==> src/rtl/mainbus_pkg.sv <==
// Shared types and default sizes for the main-bus arbiter slice.
// Holds the ownership state enum and the hold-counter width.
package mainbus_pkg;

    typedef enum logic {
        IDLE  = 1'b0,
        OWNED = 1'b1
    } state_t;

    localparam int DEF_NUM_SRC = 3;
    localparam int DEF_DATA_W  = 32;
    localparam int HOLD_W      = 8;

endpackage

==> src/rtl/mainbus_pick.sv <==
// Combinational winner search over a request mask: lowest index, or circular from start_idx.
// Zero latency; no backpressure, found is low when the mask is empty.
module mainbus_pick
    import mainbus_pkg::*;
#(
    parameter int NUM_SRC = DEF_NUM_SRC,
    parameter int IDX_W   = (NUM_SRC > 1) ? $clog2(NUM_SRC) : 1
) (
    input  logic [NUM_SRC-1:0] req_mask,
    input  logic [IDX_W-1:0]   start_idx,
    input  logic               rr_mode,
    output logic [IDX_W-1:0]   win_idx,
    output logic               found
);

    int               cand;
    logic [IDX_W-1:0] cand_idx;

    always_comb begin
        win_idx  = '0;
        found    = 1'b0;
        cand     = 0;
        cand_idx = '0;
        for (int i = 0; i < NUM_SRC; i++) begin
            // start_idx is always < NUM_SRC, so one subtraction wraps the sum
            cand = rr_mode ? int'(start_idx) + i : i;
            if (cand >= NUM_SRC) begin
                cand = cand - NUM_SRC;
            end
            cand_idx = IDX_W'(cand);
            if (!found && req_mask[cand_idx]) begin
                found   = 1'b1;
                win_idx = cand_idx;
            end
        end
    end

endmodule

==> src/rtl/mainbus_arbiter.sv <==
// Main-bus arbiter: grants one source, registers its data, bounds locked ownership to MAX_HOLD cycles.
// Latency 1 cycle request-to-grant; sources are never stalled, losers simply keep requesting.
module mainbus_arbiter
    import mainbus_pkg::*;
#(
    parameter int NUM_SRC  = DEF_NUM_SRC,
    parameter int DATA_W   = DEF_DATA_W,
    parameter int RR_EN    = 0,
    parameter int MAX_HOLD = 16
) (
    input  logic                          clk,
    input  logic                          rst,
    input  logic [NUM_SRC-1:0]            req_i,
    input  logic [NUM_SRC-1:0]            lock_i,
    input  logic [NUM_SRC*DATA_W-1:0]     data_i,
    output logic [NUM_SRC-1:0]            gnt_o,
    output logic [DATA_W-1:0]             bus_data_o,
    output logic                          bus_valid_o,
    output logic [((NUM_SRC > 1) ? $clog2(NUM_SRC) : 1)-1:0] owner_o,
    output logic                          timeout_o
);

    localparam int                IDX_W      = (NUM_SRC > 1) ? $clog2(NUM_SRC) : 1;
    localparam logic [HOLD_W-1:0] MAX_HOLD_C = HOLD_W'(MAX_HOLD);
    localparam logic [IDX_W-1:0]  LAST_IDX   = IDX_W'(NUM_SRC - 1);

    state_t              state_q, state_d;
    logic [IDX_W-1:0]    owner_q, owner_d;
    logic [IDX_W-1:0]    last_q, last_d;
    logic [HOLD_W-1:0]   hold_q, hold_d;
    logic [NUM_SRC-1:0]  gnt_q, gnt_d;
    logic [DATA_W-1:0]   data_q, data_d;
    logic                timeout_q, timeout_d;

    logic [DATA_W-1:0]   src_dat [NUM_SRC];
    logic [NUM_SRC-1:0]  pick_mask;
    logic [IDX_W-1:0]    start_idx;
    logic [IDX_W-1:0]    win_idx;
    logic                win_found;
    logic                owner_locked;
    logic                owner_keep;

    for (genvar k = 0; k < NUM_SRC; k++) begin : g_src
        assign src_dat[k] = data_i[k*DATA_W +: DATA_W];
    end

    assign start_idx    = (last_q == LAST_IDX) ? '0 : last_q + 1'b1;
    assign owner_locked = (state_q == OWNED) && req_i[owner_q] && lock_i[owner_q];
    assign owner_keep   = owner_locked && (hold_q < MAX_HOLD_C);

    // A forced release takes the expiring owner out of this edge's search only
    always_comb begin
        pick_mask = req_i;
        if (owner_locked) begin
            pick_mask[owner_q] = 1'b0;
        end
    end

    mainbus_pick #(
        .NUM_SRC (NUM_SRC),
        .IDX_W   (IDX_W)
    ) u_pick (
        .req_mask  (pick_mask),
        .start_idx (start_idx),
        .rr_mode   (RR_EN != 0),
        .win_idx   (win_idx),
        .found     (win_found)
    );

    always_comb begin
        state_d   = IDLE;
        owner_d   = '0;
        last_d    = last_q;
        hold_d    = '0;
        gnt_d     = '0;
        data_d    = '0;
        timeout_d = 1'b0;
        if (owner_keep) begin
            state_d = OWNED;
            owner_d = owner_q;
            hold_d  = hold_q + 1'b1;
            gnt_d   = gnt_q;
            data_d  = src_dat[owner_q];
        end else begin
            timeout_d = owner_locked;
            if (win_found) begin
                state_d        = OWNED;
                owner_d        = win_idx;
                last_d         = win_idx;
                hold_d         = HOLD_W'(1);
                gnt_d[win_idx] = 1'b1;
                data_d         = src_dat[win_idx];
            end
        end
    end

    always_ff @(posedge clk) begin
        if (rst) begin
            state_q   <= IDLE;
            owner_q   <= '0;
            last_q    <= LAST_IDX;
            hold_q    <= '0;
            gnt_q     <= '0;
            data_q    <= '0;
            timeout_q <= 1'b0;
        end else begin
            state_q   <= state_d;
            owner_q   <= owner_d;
            last_q    <= last_d;
            hold_q    <= hold_d;
            gnt_q     <= gnt_d;
            data_q    <= data_d;
            timeout_q <= timeout_d;
        end
    end

    assign gnt_o       = gnt_q;
    assign bus_data_o  = data_q;
    assign bus_valid_o = (state_q == OWNED);
    assign owner_o     = owner_q;
    assign timeout_o   = timeout_q;

endmodule

==> config.mk <==
export PLATFORM = sky130hd
export DESIGN_NAME = mainbus_arbiter
export DESIGN_NICKNAME = d
export VERILOG_FILES = /design/src/rtl/mainbus_pkg.sv /design/src/rtl/mainbus_pick.sv /design/src/rtl/mainbus_arbiter.sv
export SDC_FILE = /design/constraint.sdc
export NUM_CORES = 1
export LEC_CHECK = 0
export BUFFER_PORTS_ARGS = -buffer_cell sky130_fd_sc_hd__buf_4
export CELL_PAD_IN_SITES_DETAIL_PLACEMENT = 1
export CELL_PAD_IN_SITES_GLOBAL_PLACEMENT = 1
export CORE_ASPECT_RATIO = 1.1
export CORE_MARGIN = 2
export CORE_UTILIZATION = 36
export CTS_CLUSTER_DIAMETER = 200
export DETAILED_ROUTE_END_ITERATION = 16
export GPL_TIMING_DRIVEN = 0
export HOLD_SLACK_MARGIN = 0.03
export PLACE_DENSITY_LB_ADDON = 0.12
export SLEW_MARGIN = 20
export SYNTH_ARGS = -nofsm -noshare
export SYNTH_HDL_FRONTEND = slang
export SYNTH_SLANG_ARGS = --single-unit
==> constraint.sdc <==
create_clock -name clk -period 2 [get_ports clk]
set_clock_uncertainty 0.1 [all_clocks]
set_input_delay 0.2 -clock clk [delete_from_list [all_inputs] [get_ports clk]]
set_output_delay 0.2 -clock clk [all_outputs]
set_load 0.02 [all_outputs]
==> run summary, run 1 <==
status: completed
XOR/XNOR Fraction of Synth Area: 0.702%
Startpoint Class: register
Initial Util: 36.5%
DR WL/cell: 22.9 um
switching power: 1.02 mW
worst hold-check path type: input pin to register
sequential share of power: 34.5%
Final Slew Violations: 0
met3 usage: 4.92%
vias per inst: 6.40
post-synthesis compound-gate area fraction: 48.6%
core area: 10200 um2
share of cells above drive strength 1: 43.5%
cells along the critical path: nor4_4 -> clkbuf_1 -> o2111ai_1 -> o41ai_4
RSZ-0062 raised after global routing: yes
register area share after synthesis: 24.6%
IO Count: 143
# clock sinks: 46
mapped cell area: 3740 um2
Tot GR Track Use: 27.9%
largest net degree at the start of global routing: 18
Reg clk slew, reported paths: 80 ps
sw frac: 34.6%
hold buffer count at CTS: 0
Worst Path Buf+Inv: 1
Clk network pwr share: 31.3%
Antenna Violating Nets Remaining: 0
CP Capture Type: register
GRT busiest layer: met2
1st-iter DRT viols: 198
multiplexer area fraction after synthesis: 8.56%
Comb pwr share: 34.2%
Netlist cell types: 40
clk_lat worst skew: 300 ps
DRC errors left: 0
cell internal pwr: 1.92 mW
commonest non-fill, non-tap cell in the layout: buf_4
Final Hold Vio Count: 0
Synth Instances: 413
DIE AREA: 11200 um2
most frequent cells in the layout: buf_4, dfxtp_1, o21a_1
Die H: 111 um
MaxCap Viol Count: 0
worst path required time: 2110 ps
# rows: 39
clock period minus worst slack: 1970 ps
Leak Pwr: 2.11 nW
H-tree depth: 2
ANT cells: 0
Hold Startpoint: rst
Final Net Count: 677
Synth Area in Simple Gates: 8.06%
crit-path max FO: 10
Tot Pwr: 2.94 mW
Syn. warnings: 0
vias: 4455
routability cong.: 0.837
wirelength, routed: 15900 um
CP max-delay cell: nor4_4
vias in the first global route: 4729
Worst Path Arrival: 2080 ps
Syn Area/Cell: 9.06 um2
adder-cell share of the synthesized area: 0.334%
Syn-to-layout area delta: 45.7%
met2 capacity usage during global routing: 45.6%
fmax: 0.509 GHz
worst r2r src: hold_q[7]
CTS tree: yes
CP Class: register to register
setup TNS: 0 ps
slew margin rel.: 57.8%
Peak VDD IR: 0.341 mV
cell family with most CP delay: simple AND/OR/NAND/NOR gates
Clock Tree Buf Depth: 2
GR Overflow Total: 0
Critical Path Start: hold_q[7]
Die X: 101 um
period utilization: 98.3%
Power Density: 540 nW/um2
detailed placer's ending HPWL: 11000 um
Detailed Routing Iterations Pass 1: 4
Port Buffer Count: 141
largest family of logic cells by synthesized area: compound AO/OA/AOI/OAI gates
Worst-Margin Slew: 633 ps
final setup violating endpoints: 0
first-pass GRT wire length: 25100 um
met1 usage: 36.4%
flops & latches, synth: 46
largest stage delay on the critical path: 560 ps
CTS Root Cell: clkbuf_16
initial antenna violation count: 0
Num CTS Buffers: 5
[state kept, by name, summed over array words and instances, names as in the netlist]
| register | cells |
|---|---|
| hold_q | 8 |
| gnt_o | 2 |
| bus_valid_o | 1 |
| owner_o | 2 |
| timeout_o | 1 |
| bus_data_o | 32 |
[metrics by stage]
step / instance area (um2) / cells / setup slack [ps] / util, % / hold WS, ps
floorplan: 3750 / 415 / 96.6 / - / 217
global placement: 4960 / 679 / -236 / 48.4 / 349
detailed placement: 4960 / 679 / -207 / 48.4 / 348
CTS: 5240 / 688 / 1.47 / 51.2 / 34.5
global route: 5450 / 696 / -28.7 / 53.2 / 55.7
finish: 5450 / 696 / 34.1 / 53.2 / 37.0
[power by group through the flow]
stage	clock [mW]	sequential, mW	combinational (mW)
after floorplan	0	1.12	0.410
after global placement	0	1.03	0.905
after detailed placement	0	1.04	0.922
after CTS	0.932	1.02	0.950
after global routing	0.955	1.02	1.07
final	0.920	1.02	1.01
[final timing paths]
path | end | slack [ps] | cells after the start
setup / recovery | bus_data_o[24] | 30 | 4
hold / removal | owner_o[0] | 40 | 2
setup reg to reg | bus_data_o[24] | 30 | 4
hold reg to reg | gnt_o[2] | 370 | 2
[cell type report]
cell class / instances / area (um2)
multi-input combinational: 298 / 2670
buffer: 63 / 390
clock inverter: 3 / 26.3
inverter: 8 / 30.0
fill: 1218 / 4800
sequential: 46 / 930
clock buffer: 5 / 125
timing repair buffer: 150 / 1130
tap: 123 / 154
[worst reg2reg max path, delay by kind of cell (launching register included)]
kind,cells,cell delay (ps)
AOI/OAI and AO/OA,2,410
DFF,1,330
and+or+nand+nor,1,560
buffers and inverters,1,490
[routing by layer]
metal  part of all wire [%]  vias up
li1                       -     2030
met4                    2.1        0
met5                      0        -
met2                     50      193
met1                     42     2200
met3                    6.4       32
[synthesized netlist by cell type (all sizes together)]
library cell	count	area [um2]
nor2	6	25.0
a31o	1	8.76
clkinv	2	7.51
dfxtp	46	921
nand3	4	20.0
nor3	32	160
nand4b	2	23.8
o2111ai	32	280
nor2b	1	6.26
buf	26	169
o41ai	32	475
nor4	1	12.5
inv	6	22.5
mux2i	32	320
o2bb2ai	32	280
nand2b	2	12.5
xor2	2	17.5
nand2	2	7.51
nand3b	1	7.51
o211ai	1	7.51
clkbuf	37	139
ha	1	12.5
o32ai	4	35.0
o21a	33	248
o21ai	3	15.0
nand4	1	6.26
conb	1	3.75
o22ai	2	18.8
a2111oi	32	280
and4b	2	20.0
a21oi	33	169
xnor2	1	8.76
[what timing repair did]
item	CTS	global route
gates resized for setup	49	45
pin swaps	1	4
endpoints found under the setup margin	43	35
setup buffers	1	8
[cells by family after synthesis]
kind of cell             Yosys count
multiplexers                      32
flip-flops                        46
other                              1
AND/OR/NAND/NOR                   54
adder cells (fa/ha/maj)            1
buffers and inverters             71
XOR/XNOR                           3
AO/OA/AOI/OAI                    205
Power figures use the tool's default switching activity.
==> run 2: changes to the inputs <==
Settings changed: RECOVER_POWER from default to 25, SETUP_SLACK_MARGIN from default to 0.15.
==> run 2 against run 1 <==
  * The run now ends with setup timing left
  * Sequential power barely moved
  * Worst setup slack got worse by 51 ps
  * Core utilization rose by 3.5 points
  * Global-route usage rose by 0.36 points
  * Non-clock buffer count rose by 20
  * First-iteration DRC count fell by 5.6%
  * Maximum frequency fell by 2.5%
  * Hold slack improved by 17 ps
  * Critical endpoint is now bus_data_o[16]
  * Highest routed layer unchanged
==> run summary, run 2 (synthesis gave the netlist of run 1 again) <==
DRC errors left: 0 (unchanged)
wirelength, routed: 17300 um (was 15900 um)
Power Density: 518 nW/um2 (was 540 nW/um2)
worst path required time: 2080 ps (was 2110 ps)
WHS Endpoint: owner_o[0] (unchanged)
# rows: 39 (unchanged)
FF/Latch Area: 930 um2 (unchanged)
Port Buffer Count: 141 (unchanged)
Filler Cell Count: 1184 (was 1218)
Tot GR Track Use: 28.3% (was 27.9%)
slew margin rel.: 46.7% (was 57.8%)
# clock sinks: 46 (unchanged)
1st-iter DRT viols: 187 (was 198)
Worst Hold Depth: 2 (unchanged)
vias in the first global route: 4798 (was 4729)
Clock Tree Buf Depth: 2 (unchanged)
core area: 10200 um2 (unchanged)
setup TNS: -16.5 ps (was 0 ps)
vias per inst: 6.49 (was 6.40)
first-pass GRT wire length: 25400 um (was 25100 um)
Peak VDD IR: 0.345 mV (was 0.341 mV)
commonest non-fill, non-tap cell in the layout: buf_4 (unchanged)
max FFs per register: 32 (unchanged)
Reg clk slew, reported paths: 70 ps (was 80 ps)
Die H: 111 um (unchanged)
DIE AREA: 11200 um2 (unchanged)
Final Slew Violations: 0 (unchanged)
worst hold slack: 54.4 ps (was 37.0 ps)
switching power: 1.06 mW (was 1.02 mW)
Final Hold Vio Count: 0 (unchanged)
Detailed Routing Iterations Pass 1: 4 (unchanged)
Comb pwr share: 35.8% (was 34.2%)
placed inst area: 4960 um2 (about the same)
GR Overflow Total: 0 (unchanged)
Final Net Count: 697 (was 677)
multi-input logic area: 2790 um2 (was 2670 um2)
largest net degree at the start of global routing: 18 (unchanged)
MaxCap Viol Count: 0 (unchanged)
clock period minus worst slack: 2020 ps (was 1970 ps)
worst r2r src: owner_o[0] (was hold_q[7])
violated checks: setup timing
most frequent cells in the layout: buf_4, dfxtp_1, clkbuf_1 (was buf_4, dfxtp_1, o21a_1)
H-tree depth: 2 (unchanged)
vias: 4645 (was 4455)
reg2reg path depth: 6 (was 4)
CTS Root Cell: clkbuf_16 (unchanged)
fmax: 0.496 GHz (was 0.509 GHz)
Startpoint Class: register (unchanged)
final setup violating endpoints: 1 (was 0)
Critical R2R Capture: bus_data_o[16] (was bus_data_o[24])
worst hold-check path type: input pin to register (unchanged)
Antenna Violating Nets Remaining: 0 (unchanged)
CP Capture Type: register (unchanged)
Num CTS Buffers: 5 (unchanged)
Die X: 101 um (unchanged)
crit-path max FO: 7 (was 10)
Leak Pwr: 2.23 nW (was 2.11 nW)
Worst Path Arrival: 2090 ps (was 2080 ps)
Worst-Margin Slew: 799 ps (was 633 ps)
pre-CTS setup slack: -276 ps (was -207 ps)
DR WL/cell: 24.2 um (was 22.9 um)
Tot Pwr: 3.01 mW (was 2.94 mW)
Syn-to-layout area delta: 55.4% (was 45.7%)
routability cong.: 0.829 (was 0.837)
cell internal pwr: 1.95 mW (was 1.92 mW)
ANT cells: 0 (unchanged)
Initial Util: 36.5% (unchanged)
worst setup margin: -16.5 ps (was 34.1 ps)
status: finished with violations (was completed)
CP Class: register to register (unchanged)
RSZ-0062 raised after global routing: yes (unchanged)
period utilization: 101% (was 98.3%)
share of cells above drive strength 1: 44.9% (was 43.5%)
clk_lat worst skew: 300 ps (about the same)
Hold Startpoint: rst (unchanged)
sequential share of power: 33.8% (was 34.5%)
IO Count: 143 (unchanged)
CTS tree: yes (unchanged)
initial antenna violation count: 0 (unchanged)
sw frac: 35.2% (was 34.6%)
Final Instance Area: 5810 um2 (was 5450 um2)
R2R Setup Slk: -20 ps (was 30 ps)
Clk network pwr share: 30.5% (was 31.3%)
detailed placer's ending HPWL: 11100 um (was 11000 um)
-- run 2: cell types whose count changed in the layout (fill, tap and decap cells not counted), moves of 3 or more --
cell       previous run  this run
a2111oi_1            14         9
a21oi_1              32        27
a21oi_2               0         4
buf_2                 8         5
buf_4               158       148
buf_8                 0        10
clkbuf_1             20        36
clkbuf_8              0         3
o41ai_1               4         1
o41ai_4               3         6
-- run 2: through the flow --
step / utilization [%] / instances
after detailed placement: 48.4 / 679
after global placement: 48.4 / 679
after CTS: 53.5 / 697
final: 56.7 / 716
after floorplan: - / 415
after global routing: 56.7 / 716
-- run 2: how the worst max path moves through the flow --
stage	from	endpoint	slack [ps]	cells past startpoint
after detailed placement	bus_valid_o	bus_data_o[22]	-280	6
after CTS	owner_o[0]	bus_data_o[12]	140	7
after global placement	bus_valid_o	bus_data_o[22]	-240	6
final	owner_o[0]	bus_data_o[16]	-20	6
after global routing	owner_o[0]	bus_data_o[16]	-160	6
after floorplan	owner_o[0]	bus_data_o[10]	200	6
-- run 2: what timing repair did --
item / in CTS / in global routing
gates cloned: 0 / 4
setup endpoints to repair: 43 / 36
hold buffers: 0 / 0
pin swaps: 5 / 14
buffers inserted: 10 / 16
resized for setup: 90 / 56
-- run 2: power groups by stage --
stage,clock network [mW],logic (mW),registers [mW]
after floorplan,0,0.410,1.12
after CTS,0.926,0.993,1.02
after global placement,0,0.904,1.04
after detailed placement,0,0.923,1.04
final,0.917,1.08,1.02
after global routing,0.955,1.14,1.02
-- run 2: critical path, stage by stage, from the launching register on --
cell       delay (ps)
dfxtp_4           370
buf_8             120
nand4b_4          190
buf_4             200
a2111oi_0         610
o21a_1            230
o41ai_2            70
-- run 2: final cells by class --
type | instances | area share, %
clock inverter | 3 | 0.452
inverter | 8 | 0.517
clock buffer | 5 | 2.15
timing repair buffer | 171 | 21.9
tap | 123 | 2.65
multi-input combinational | 298 | 47.9
sequential | 46 | 16.0
buffer | 62 | 8.39
-- run 2: per-layer routing --
layer / share of wire, % / wire (um) / global-route usage (%)
met5: 0 / 0 / 0
met4: 2.4 / 415 / 10.4
met3: 5.6 / 969 / 4.16
met2: 50 / 8700 / 46.6
met1: 42 / 7250 / 37.1
==> run 3: changes to the inputs <==
Settings changed: CORE_UTILIZATION 36 to 37, CTS_BUF_LIST from default to sky130_fd_sc_hd__clkbuf_8.
==> run 3 against run 2 <==
  * Cell count is 1.7% higher
  * Worst setup slack lost 1.2 ps
  * Sequential cell count is the same
  * Sequential share of layout area shrank 0.68 points
  * Count of clock-buffer cells in the layout is the same
  * The flow still finishes with violations (setup timing)
  * Register-to-register slack about the same
  * Critical path depth up 3
  * Routed wire length rose by 8.9%
  * Clock power is 0.4% lower
  * Power is 2.2% higher
  * Critical path type unchanged
  * Die area decreased by 2.6%
  * Design area rose by 4.7%
  * Critical endpoint is now bus_data_o[18]
==> run summary, run 3 (synthesis gave the netlist of run 1 again) <==
Initial Util: 38.0% (was 36.5%)
worst r2r src: owner_o[0] (unchanged)
Critical R2R Capture: bus_data_o[18] (was bus_data_o[16])
Power Density: 505 nW/um2 (was 518 nW/um2)
WL met3: 1670 um (was 969 um)
setup TNS: -48.2 ps (was -16.5 ps)
worst setup margin: -17.7 ps (was -16.5 ps)
CTS tree: yes (unchanged)
Final Hold Vio Count: 0 (unchanged)
detailed placer's ending HPWL: 11100 um (about the same)
worst hold slack: 104 ps (was 54.4 ps)
placed inst area: 4960 um2 (about the same)
vias: 4938 (was 4645)
initial antenna violation count: 0 (unchanged)
Num CTS Buffers: 5 (unchanged)
wirelength, routed: 18900 um (was 17300 um)
R2R Setup Slk: -20 ps (about the same)
Final Instance Area: 6090 um2 (was 5810 um2)
crit-path most repeated cell: buf_6
Detailed Routing Iterations Pass 1: 5 (was 4)
RSZ-0062 raised after global routing: yes (unchanged)
first-pass GRT wire length: 27300 um (was 25400 um)
pre-CTS setup slack: -283 ps (was -276 ps)
# placed instances: 676 (was 679)
largest net degree at the start of global routing: 16 (was 18)
max FFs per register: 32 (unchanged)
violated checks: setup timing (unchanged)
Worst-Margin Slew: 811 ps (was 799 ps)
Tot GR Track Use: 31.7% (was 28.3%)
DRC errors left: 0 (unchanged)
DR top layer: met4 (unchanged)
1st-iter DRT viols: 342 (was 187)
Startpoint Class: register (unchanged)
cell family with most CP delay: buffers and inverters (was compound AO/OA/AOI/OAI gates)
vias in the first global route: 5134 (was 4798)
MaxCap Viol Count: 0 (unchanged)
met1 WL: 7160 um (was 7250 um)
final setup violating endpoints: 4 (was 1)
Critical Path Start: owner_o[0] (unchanged)
share of cells above drive strength 1: 48.0% (was 44.9%)
met2 WL: 9490 um (was 8700 um)
Die H: 109 um (was 111 um)
Die X: 99.9 um (was 101 um)
GR Overflow Total: 0 (unchanged)
status: finished with violations (unchanged)
CP Capture Type: register (unchanged)
Hold Startpoint: data_i[24] (was rst)
# rows: 38 (was 39)
crit-path max FO: 7 (unchanged)
worst path required time: 2120 ps (was 2080 ps)
clk_lat worst skew: 350 ps (was 300 ps)
routability cong.: 0.831 (was 0.829)
DR WL/cell: 25.9 um (was 24.2 um)
Port Buffer Count: 141 (unchanged)
final core utilization: 61.8% (was 56.7%)
H-tree depth: 2 (unchanged)
IO Count: 143 (unchanged)
period utilization: 101% (about the same)
DIE AREA: 10900 um2 (was 11200 um2)
ANT cells: 0 (unchanged)
Reg clk slew, reported paths: 120 ps (was 70 ps)
reg2reg path depth: 9 (was 6)
CP Class: register to register (unchanged)
Worst path depth: 9 (was 6)
Syn-to-layout area delta: 62.7% (was 55.4%)
core area: 9840 um2 (was 10200 um2)
Leak Pwr: 2.35 nW (was 2.23 nW)
CTS Root Cell: clkbuf_8 (was clkbuf_16)
Worst Path Arrival: 2140 ps (was 2090 ps)
clock period minus worst slack: 2020 ps (about the same)
Peak VDD IR: 0.354 mV (was 0.345 mV)
Final Instance Count excl. Fillers: 728 (was 716)
Final Net Count: 712 (was 697)
# clock sinks: 46 (unchanged)
largest stage delay on the critical path: 380 ps (was 610 ps)
vias per inst: 6.78 (was 6.49)
slew margin rel.: 46.0% (was 46.7%)
Antenna Violating Nets Remaining: 0 (unchanged)
fmax: 0.496 GHz (about the same)
commonest non-fill, non-tap cell in the layout: buf_4 (unchanged)
CP max-delay cell: dfxtp_4 (was a2111oi_0)
Worst Path Buf+Inv: 5 (was 2)
crit path to: bus_data_o[18] (was bus_data_o[16])
Clock Tree Buf Depth: 2 (unchanged)
cells along the critical path: buf_8 -> and4b_1 -> buf_6 -> o22ai_4 -> buf_6 -> buf_6 -> buf_6 -> a21oi_2 -> o41ai_2 (was buf_8 -> nand4b_4 -> buf_4 -> a2111oi_0 -> o21a_1 -> o41ai_2)
worst hold-check path type: input pin to register (unchanged)
Tot Pwr: 3.08 mW (was 3.01 mW)
Final Slew Violations: 0 (unchanged)
most frequent cells in the layout: buf_4, dfxtp_1, clkbuf_1 (unchanged)
-- run 3: cell count changes in the layout (fill, tap and decap cells not counted), moves of 4 or more --
cell,before,now
buf_4,148,158
clkbuf_2,14,10
a2111oi_2,12,17
clkbuf_16,7,2
clkbuf_8,3,9
-- run 3: timing repair --
item / in CTS / in global routing
cloned: 6 / 1
endpoints found under the hold margin: 1 / 0
hold buffers: 1 / 0
buffers inserted: 20 / 16
gates resized for setup: 129 / 54
endpoints found under the setup margin: 43 / 42
pin swaps: 14 / 17
-- run 3: tightest hold or removal path: cells and delay by family --
family                 cells  cell delay (ps)
buffers and inverters      1               90
AO/OA/AOI/OAI              2              230
-- run 3: worst min-delay path by stage --
stage                     end  cells past startpoint
4_1_cts        bus_data_o[21]                      3
3_3_place_gp         gnt_o[0]                      2
6_report       bus_data_o[24]                      3
5_1_grt        bus_data_o[21]                      3
2_1_floorplan      owner_o[0]                      1
3_5_place_dp       owner_o[0]                      2
-- run 3: report_power, final --
group | internal [mW] | leakage [nW] | total [mW] | switching (mW)
Combinational | 0.514 | 1.89 | 1.15 | 0.632
Sequential | 0.986 | 0.384 | 1.02 | 0.0315
Clock | 0.502 | 0.0683 | 0.913 | 0.412
Total | 2.00 | 2.35 | 3.08 | 1.08
-- run 3: final cells by class --
cell class | count | area (um2)
fillers | 1097 | 3750
multi-input cells | 299 | 2890
repair buffers | 184 | 1400
flip-flops and latches | 46 | 932
plain buffers | 63 | 551
well taps | 120 | 150
clock buffers | 5 | 68.8
clock inverters | 3 | 68.8
inverters | 8 | 30.0
-- run 3: layer usage --
metal  vias up  GRT usage [%]
met1      2405           38.3
li1       2108              -
met3        62           5.53
met2       363           55.6
met4         0           12.9
met5         -              0
